--- config.mk ---
export PLATFORM = sky130hd
export DESIGN_NAME = nibble_serial_adder_ctrl_flat
export DESIGN_NICKNAME = d
export VERILOG_FILES = /design/src/rtl/nibble_serial_adder_ctrl_if.sv /design/src/rtl/nibble_serial_adder_ctrl.sv /design/src/flat_wrapper.sv
export SDC_FILE = /design/constraint.sdc
export NUM_CORES = 1
export LEC_CHECK = 0
export CAP_MARGIN = 5
export CORE_MARGIN = 10
export CORE_UTILIZATION = 52
export CTS_BUF_LIST = sky130_fd_sc_hd__clkbuf_2 sky130_fd_sc_hd__clkbuf_4 sky130_fd_sc_hd__clkbuf_8
export CTS_CLUSTER_SIZE = 12
export DETAILED_ROUTE_END_ITERATION = 10
export GPL_TIMING_DRIVEN = 0
export HOLD_SLACK_MARGIN = 0.05
export PLACE_DENSITY = 0.79
export SYNTH_ARGS = -nofsm -noshare
export SYNTH_HDL_FRONTEND = slang
export SYNTH_SLANG_ARGS = --single-unit
--- constraint.sdc ---
create_clock -name clk -period 3.1 [get_ports clk]
set_input_delay 0.62 -clock clk [delete_from_list [all_inputs] [get_ports clk]]
set_output_delay 0.62 -clock clk [all_outputs]
set_load 0.005 [all_outputs]
--- src/rtl/nibble_serial_adder_ctrl_if.sv ---
// Request/response bundle for the nibble-serial adder controller.
// The requester drives operands and out_ready; the controller returns status and the result.
interface nibble_serial_adder_ctrl_if #(
   parameter int unsigned NIBBLES = 4
);
   localparam int unsigned W = 4 * NIBBLES;

   logic         in_valid;
   logic         in_ready;
   logic [W-1:0] op_a;
   logic [W-1:0] op_b;
   logic         cin;
   logic         sub;
   logic         out_valid;
   logic         out_ready;
   logic [W-1:0] result;
   logic         cout;
   logic         overflow;
   logic         busy;

   modport master (
      output in_valid, op_a, op_b, cin, sub, out_ready,
      input  in_ready, out_valid, result, cout, overflow, busy
   );

   modport slave (
      input  in_valid, op_a, op_b, cin, sub, out_ready,
      output in_ready, out_valid, result, cout, overflow, busy
   );
endinterface

--- src/rtl/nibble_serial_adder_ctrl.sv ---
// Wide add/subtract built from one shared 4-bit adder, iterated LSB nibble first
// with a registered carry; operands and result move over valid/ready handshakes.
module full_adder_4_bits (
   input  logic [3:0] a,
   input  logic [3:0] b,
   input  logic       cin,
   output logic [3:0] sum,
   output logic       cout
);
   assign {cout, sum} = {1'b0, a} + {1'b0, b} + {4'b0000, cin};
endmodule

module nibble_serial_adder_ctrl #(
   parameter int unsigned NIBBLES = 4
) (
   input  logic                       clk,
   input  logic                       rst_n,
   nibble_serial_adder_ctrl_if.slave  bus
);
   localparam int unsigned W  = 4 * NIBBLES;
   localparam int unsigned IW = $clog2(NIBBLES);
   localparam logic [IW-1:0] LAST = IW'(NIBBLES - 1);

   typedef enum logic [1:0] {IDLE, RUN, DONE} state_t;

   state_t        state_q, state_d;
   logic [W-1:0]  a_q, a_d;
   logic [W-1:0]  b_q, b_d;
   logic          carry_q, carry_d;
   logic [IW-1:0] idx_q, idx_d;
   logic [W-1:0]  res_q, res_d;
   logic          cout_q, cout_d;
   logic          ovf_q, ovf_d;

   logic [IW+1:0] base;
   logic [3:0]    fa_a, fa_b, fa_sum;
   logic          fa_cout;

   assign base = {idx_q, 2'b00};
   assign fa_a = a_q[base +: 4];
   assign fa_b = b_q[base +: 4];

   full_adder_4_bits u_fa (
      .a    (fa_a),
      .b    (fa_b),
      .cin  (carry_q),
      .sum  (fa_sum),
      .cout (fa_cout)
   );

   always_ff @(posedge clk or negedge rst_n) begin
      if (!rst_n) begin
         state_q <= IDLE;
         a_q     <= '0;
         b_q     <= '0;
         carry_q <= 1'b0;
         idx_q   <= '0;
         res_q   <= '0;
         cout_q  <= 1'b0;
         ovf_q   <= 1'b0;
      end else begin
         state_q <= state_d;
         a_q     <= a_d;
         b_q     <= b_d;
         carry_q <= carry_d;
         idx_q   <= idx_d;
         res_q   <= res_d;
         cout_q  <= cout_d;
         ovf_q   <= ovf_d;
      end
   end

   always_comb begin
      state_d = state_q;
      a_d     = a_q;
      b_d     = b_q;
      carry_d = carry_q;
      idx_d   = idx_q;
      res_d   = res_q;
      cout_d  = cout_q;
      ovf_d   = ovf_q;
      unique case (state_q)
         IDLE: begin
            if (bus.in_valid) begin
               // B is stored pre-inverted so subtraction is A + ~B + 1 on the add path
               a_d     = bus.op_a;
               b_d     = bus.sub ? ~bus.op_b : bus.op_b;
               carry_d = bus.sub ? 1'b1 : bus.cin;
               idx_d   = '0;
               res_d   = '0;
               state_d = RUN;
            end
         end
         RUN: begin
            res_d[base +: 4] = fa_sum;
            carry_d          = fa_cout;
            if (idx_q == LAST) begin
               cout_d  = fa_cout;
               ovf_d   = (a_q[W-1] == b_q[W-1]) && (fa_sum[3] != a_q[W-1]);
               idx_d   = '0;
               state_d = DONE;
            end else begin
               idx_d = idx_q + 1'b1;
            end
         end
         DONE: begin
            if (bus.out_ready) state_d = IDLE;
         end
         default: state_d = IDLE;
      endcase
   end

   assign bus.in_ready  = (state_q == IDLE);
   assign bus.out_valid = (state_q == DONE);
   assign bus.busy      = (state_q == RUN) || (state_q == DONE);
   assign bus.result    = res_q;
   assign bus.cout      = cout_q;
   assign bus.overflow  = ovf_q;
endmodule

--- src/flat_wrapper.sv ---
// flat-port wrapper written by rule: the top's interface ports become plain ports
module nibble_serial_adder_ctrl_flat 
#(
   parameter int unsigned NIBBLES = 4
)
  (clk, rst_n, bus_in_valid, bus_op_a, bus_op_b, bus_cin, bus_sub, bus_out_ready, bus_in_ready, bus_out_valid, bus_result, bus_cout, bus_overflow, bus_busy);
  nibble_serial_adder_ctrl_if #(.NIBBLES(NIBBLES)) bus_i ();
  input  logic clk;
  input  logic rst_n;
  input wire logic [$bits(bus_i.in_valid)-1:0] bus_in_valid;
  input wire logic [$bits(bus_i.op_a)-1:0] bus_op_a;
  input wire logic [$bits(bus_i.op_b)-1:0] bus_op_b;
  input wire logic [$bits(bus_i.cin)-1:0] bus_cin;
  input wire logic [$bits(bus_i.sub)-1:0] bus_sub;
  input wire logic [$bits(bus_i.out_ready)-1:0] bus_out_ready;
  output wire logic [$bits(bus_i.in_ready)-1:0] bus_in_ready;
  output wire logic [$bits(bus_i.out_valid)-1:0] bus_out_valid;
  output wire logic [$bits(bus_i.result)-1:0] bus_result;
  output wire logic [$bits(bus_i.cout)-1:0] bus_cout;
  output wire logic [$bits(bus_i.overflow)-1:0] bus_overflow;
  output wire logic [$bits(bus_i.busy)-1:0] bus_busy;
  assign bus_i.in_valid = bus_in_valid;
  assign bus_i.op_a = bus_op_a;
  assign bus_i.op_b = bus_op_b;
  assign bus_i.cin = bus_cin;
  assign bus_i.sub = bus_sub;
  assign bus_i.out_ready = bus_out_ready;
  assign bus_in_ready = bus_i.in_ready;
  assign bus_out_valid = bus_i.out_valid;
  assign bus_result = bus_i.result;
  assign bus_cout = bus_i.cout;
  assign bus_overflow = bus_i.overflow;
  assign bus_busy = bus_i.busy;
  nibble_serial_adder_ctrl #(.NIBBLES(NIBBLES)) u_core (.clk(clk), .rst_n(rst_n), .bus(bus_i));
endmodule
==> results.ini <==
[status]
status = completed

[pwr]
pwr-share-clk = 0.116
power_frac_comb = 0.549
vdd_ir_drop_max_mv = 0.5010
swShare = 0.4039
intPower_mw = 2.068
p_leak_nw = 1.489
p_seq_frac = 0.334
power_density_mw_per_mm2 = 992.0
power_switching_mw = 1.401

[clock_tree]
clock_latency_ns = 0.31
ctsHoldBuffers = 0
path_clk_slew_ns = 0.09
cts_buffers = 5
ctsRootBufferMaster = clkbuf_8
cts-resized-gates = 0
cts_tree = yes
cts_sinks = 55
htree_levels = 2
clock_path_buffers = 2
post-cts-setup-buffers = 0

[setup_path]
crit-reg2reg-launch = u_core.idx_q[0]$_DFFE_PN0P_
critPathLaunch = u_core.idx_q[0]$_DFFE_PN0P_
start_kind = flip-flop
crit_chain = buf_4 > mux4_2 > fa_1 > a21o_1 > a21oi_1 > xnor2_1 > a22o_1
cp.required_ns = 3.31
critPathMaxFanout = 10
critical_path.max_stage_delay_ns = 0.55
cp_slowest_cell = mux4_2
arrival_ns = 3.02
crit_buf_inv = 1
worstSetupPathType = reg2reg
crit_path_end_kind = flip-flop
crit_family = compound AO/OA/AOI/OAI gates

[sta]
skew_ns = 0.005924
maxSlewHeadroom = 0.6216
fmax_mhz = 355.4
slew_viol_final = 0
worst_pin_slew_ns = 0.5676
tns_ns = 0
finalCriticalPeriod_ns = 2.813
hold_viol = 0
rsz0062_at_grt = no
finalSetupViolations = 0
finalCritPeriodShare = 0.9075

[drt]
wire_per_inst_um = 16.61
final_antenna_net_count = 0
drc = 0
drt-initial-drc-count = 96
vias_per_cell = 5.324
via_count = 1922
drtPass1Iterations = 5
wl_mm = 5.995

[finish]
drive_gt1_frac = 0.1581
fin_util = 0.6847
antenna_cells = 0
fillers = 407
multi_input_area_mm2 = 0.001262
stdcell_area_mm2 = 0.003497
nets = 340
regArea_mm2 = 0.001376
syn2layout_area_growth_pct = 27.86

[grt]
antenna_found_initial = 0
grt_pass1_wl_mm = 10.32
grt_usage = 0.1485
grt_overflow = 0
grt_pass1_vias = 2116
grt_max_degree = 36

[yosys]
synth_area_leaders = dfrtp_1 50%, mux2_2 6.6%, mux4_2 6.6%
yosys.area.top_type = dfrtp_1
async_reset_ff_frac = 1.000
ys_types = 34
synthFlopType = dfrtp_1
synth-edff-count = 0
syn_area_mm2 = 0.002735
synth_top_area_frac = 0.5032
ys_seq_area_frac = 0.5032
synth_fp_nets = 275
syn_avg_cell_area_um2 = 12.16
ys_ff_latch = 55
synth_warnings = 0
synthCells = 225

[floorplan]
dieArea_mm2 = 0.008561
die_x_um = 92.53
coreArea_mm2 = 0.005107
num_rows = 26
die_h_um = 92.53
io_pins = 59
initial_core_util = 0.5355

[placement]
placedInstanceArea_mm2 = 0.003408
gp_congestion = 0.8316
port_buffers = 57
dp_hpwl_mm = 4.774

[flow_run]
maxCapViolCount = 0

[worst_hold_path]
hold_class = in2async

-- power by group through the flow --
stage	clock network (mW)	logic, mW	registers (mW)
after floorplan	0	1.36	1.13
after global placement	0	1.86	1.16
after detailed placement	0	1.91	1.18
after CTS	0.408	1.92	1.16
after global routing	0.442	2.12	1.20
final	0.403	1.91	1.16
-- cell usage after synthesis (2+ instances only) --
cell       number
o2bb2ai_1       8
o32a_1          2
buf_2           5
or4b_4          2
inv_1          13
dfrtp_1        55
a21oi_1         5
mux2_2         16
nand2_1        21
a21o_1          2
nor3_1          3
a22o_1          8
nor2_1          2
mux4_2          8
fa_1            2
xnor2_1        19
clkbuf_1        4
o21ai_0        24
or3_1           2
ha_1           10
-- stage by stage --
step	hold WS [ns]	setup WS (ns)	power, mW	instances
2_1_floorplan	0.3244	0.6209	2.488	225
3_5_place_dp	0.4673	0.2973	3.087	353
6_report	0.2565	0.2866	3.469	361
3_3_place_gp	0.4579	-0.2032	3.015	352
4_1_cts	0.2729	0.2776	3.487	361
5_1_grt	0.2816	0.1343	3.760	361
-- layout by cell type (no fill, tap or decap), drive strengths merged, types with 2 or more instances in the layout --
master,instances
clkdlybuf4s50,56
dfrtp,55
o21ai,24
nand2,21
xnor2,19
mux2,16
inv,13
clkbuf,11
ha,10
mux4,8
a22o,8
o2bb2ai,8
buf,8
a21oi,5
nor3,3
or3,2
a21o,2
o32a,2
nor2,2
or4b,2
fa,2
-- cells by family after synthesis --
group	count (synthesis)	share of synthesized area
DFF	55	0.5032
AOI/OAI and AO/OA	52	0.1244
and+or+nand+nor	39	0.08098
muxes	24	0.1317
buffers and inverters	23	0.03522
xor gates and xnor gates	20	0.06404
adders and majority gates	12	0.06038
-- per-layer routing --
| layer | part of all wire | up-vias | GRT usage |
|---|---|---|---|
| li1 | - | 926 | - |
| met5 | 0 | - | 0 |
| met3 | 0.058 | 9 | 0.04600 |
| met1 | 0.43 | 934 | 0.1760 |
| met4 | 0.013 | 0 | 0.04627 |
| met2 | 0.50 | 53 | 0.2524 |
-- worst register-to-register path, delay by kind of cell (launching register included) --
kind	cells	cell delay, ns
AO/OA/AOI/OAI	3	0.77
XOR/XNOR	1	0.18
adder cells (fa/ha/maj)	1	0.42
buffers and inverters	1	0.28
flip-flops	1	0.50
multiplexers	1	0.56
-- registers in the layout, indices dropped and copies added (netlist names) --
name / cells
u_core.a_q: 16
u_core.b_q: 16
u_core.bus.result: 16
u_core.idx_q: 2
u_core.state_q: 2
u_core.bus.cout: 1
u_core.bus.overflow: 1
u_core.carry_q: 1
-- final timing paths --
check | to | slack (ns) | cells after the start
max in group asynchronous | u_core.carry_q$_DFFE_PN0P_ | 2.30 | 2
min in group clk | u_core.b_q[10]$_DFFE_PN0P_ | 0.48 | 2
worst min register to register | u_core.b_q[10]$_DFFE_PN0P_ | 0.48 | 2
worst min-delay path | u_core.bus.result[10]$_DFFE_PN0P_ | 0.26 | 1
worst max-delay path | u_core.bus.result[3]$_DFFE_PN0P_ | 0.29 | 7
worst max register to register | u_core.bus.result[3]$_DFFE_PN0P_ | 0.29 | 7
-- cell type report --
class / instances / area share
clock buffers: 7 / 0.02397
repair buffers: 58 / 0.1674
multi-input cells: 147 / 0.3610
inverters: 13 / 0.01395
clock inverters: 1 / 0.001431
well taps: 70 / 0.02504
plain buffers: 10 / 0.01360
flip-flops and latches: 55 / 0.3936
Note: power is estimated with default switching activity, not from simulation.
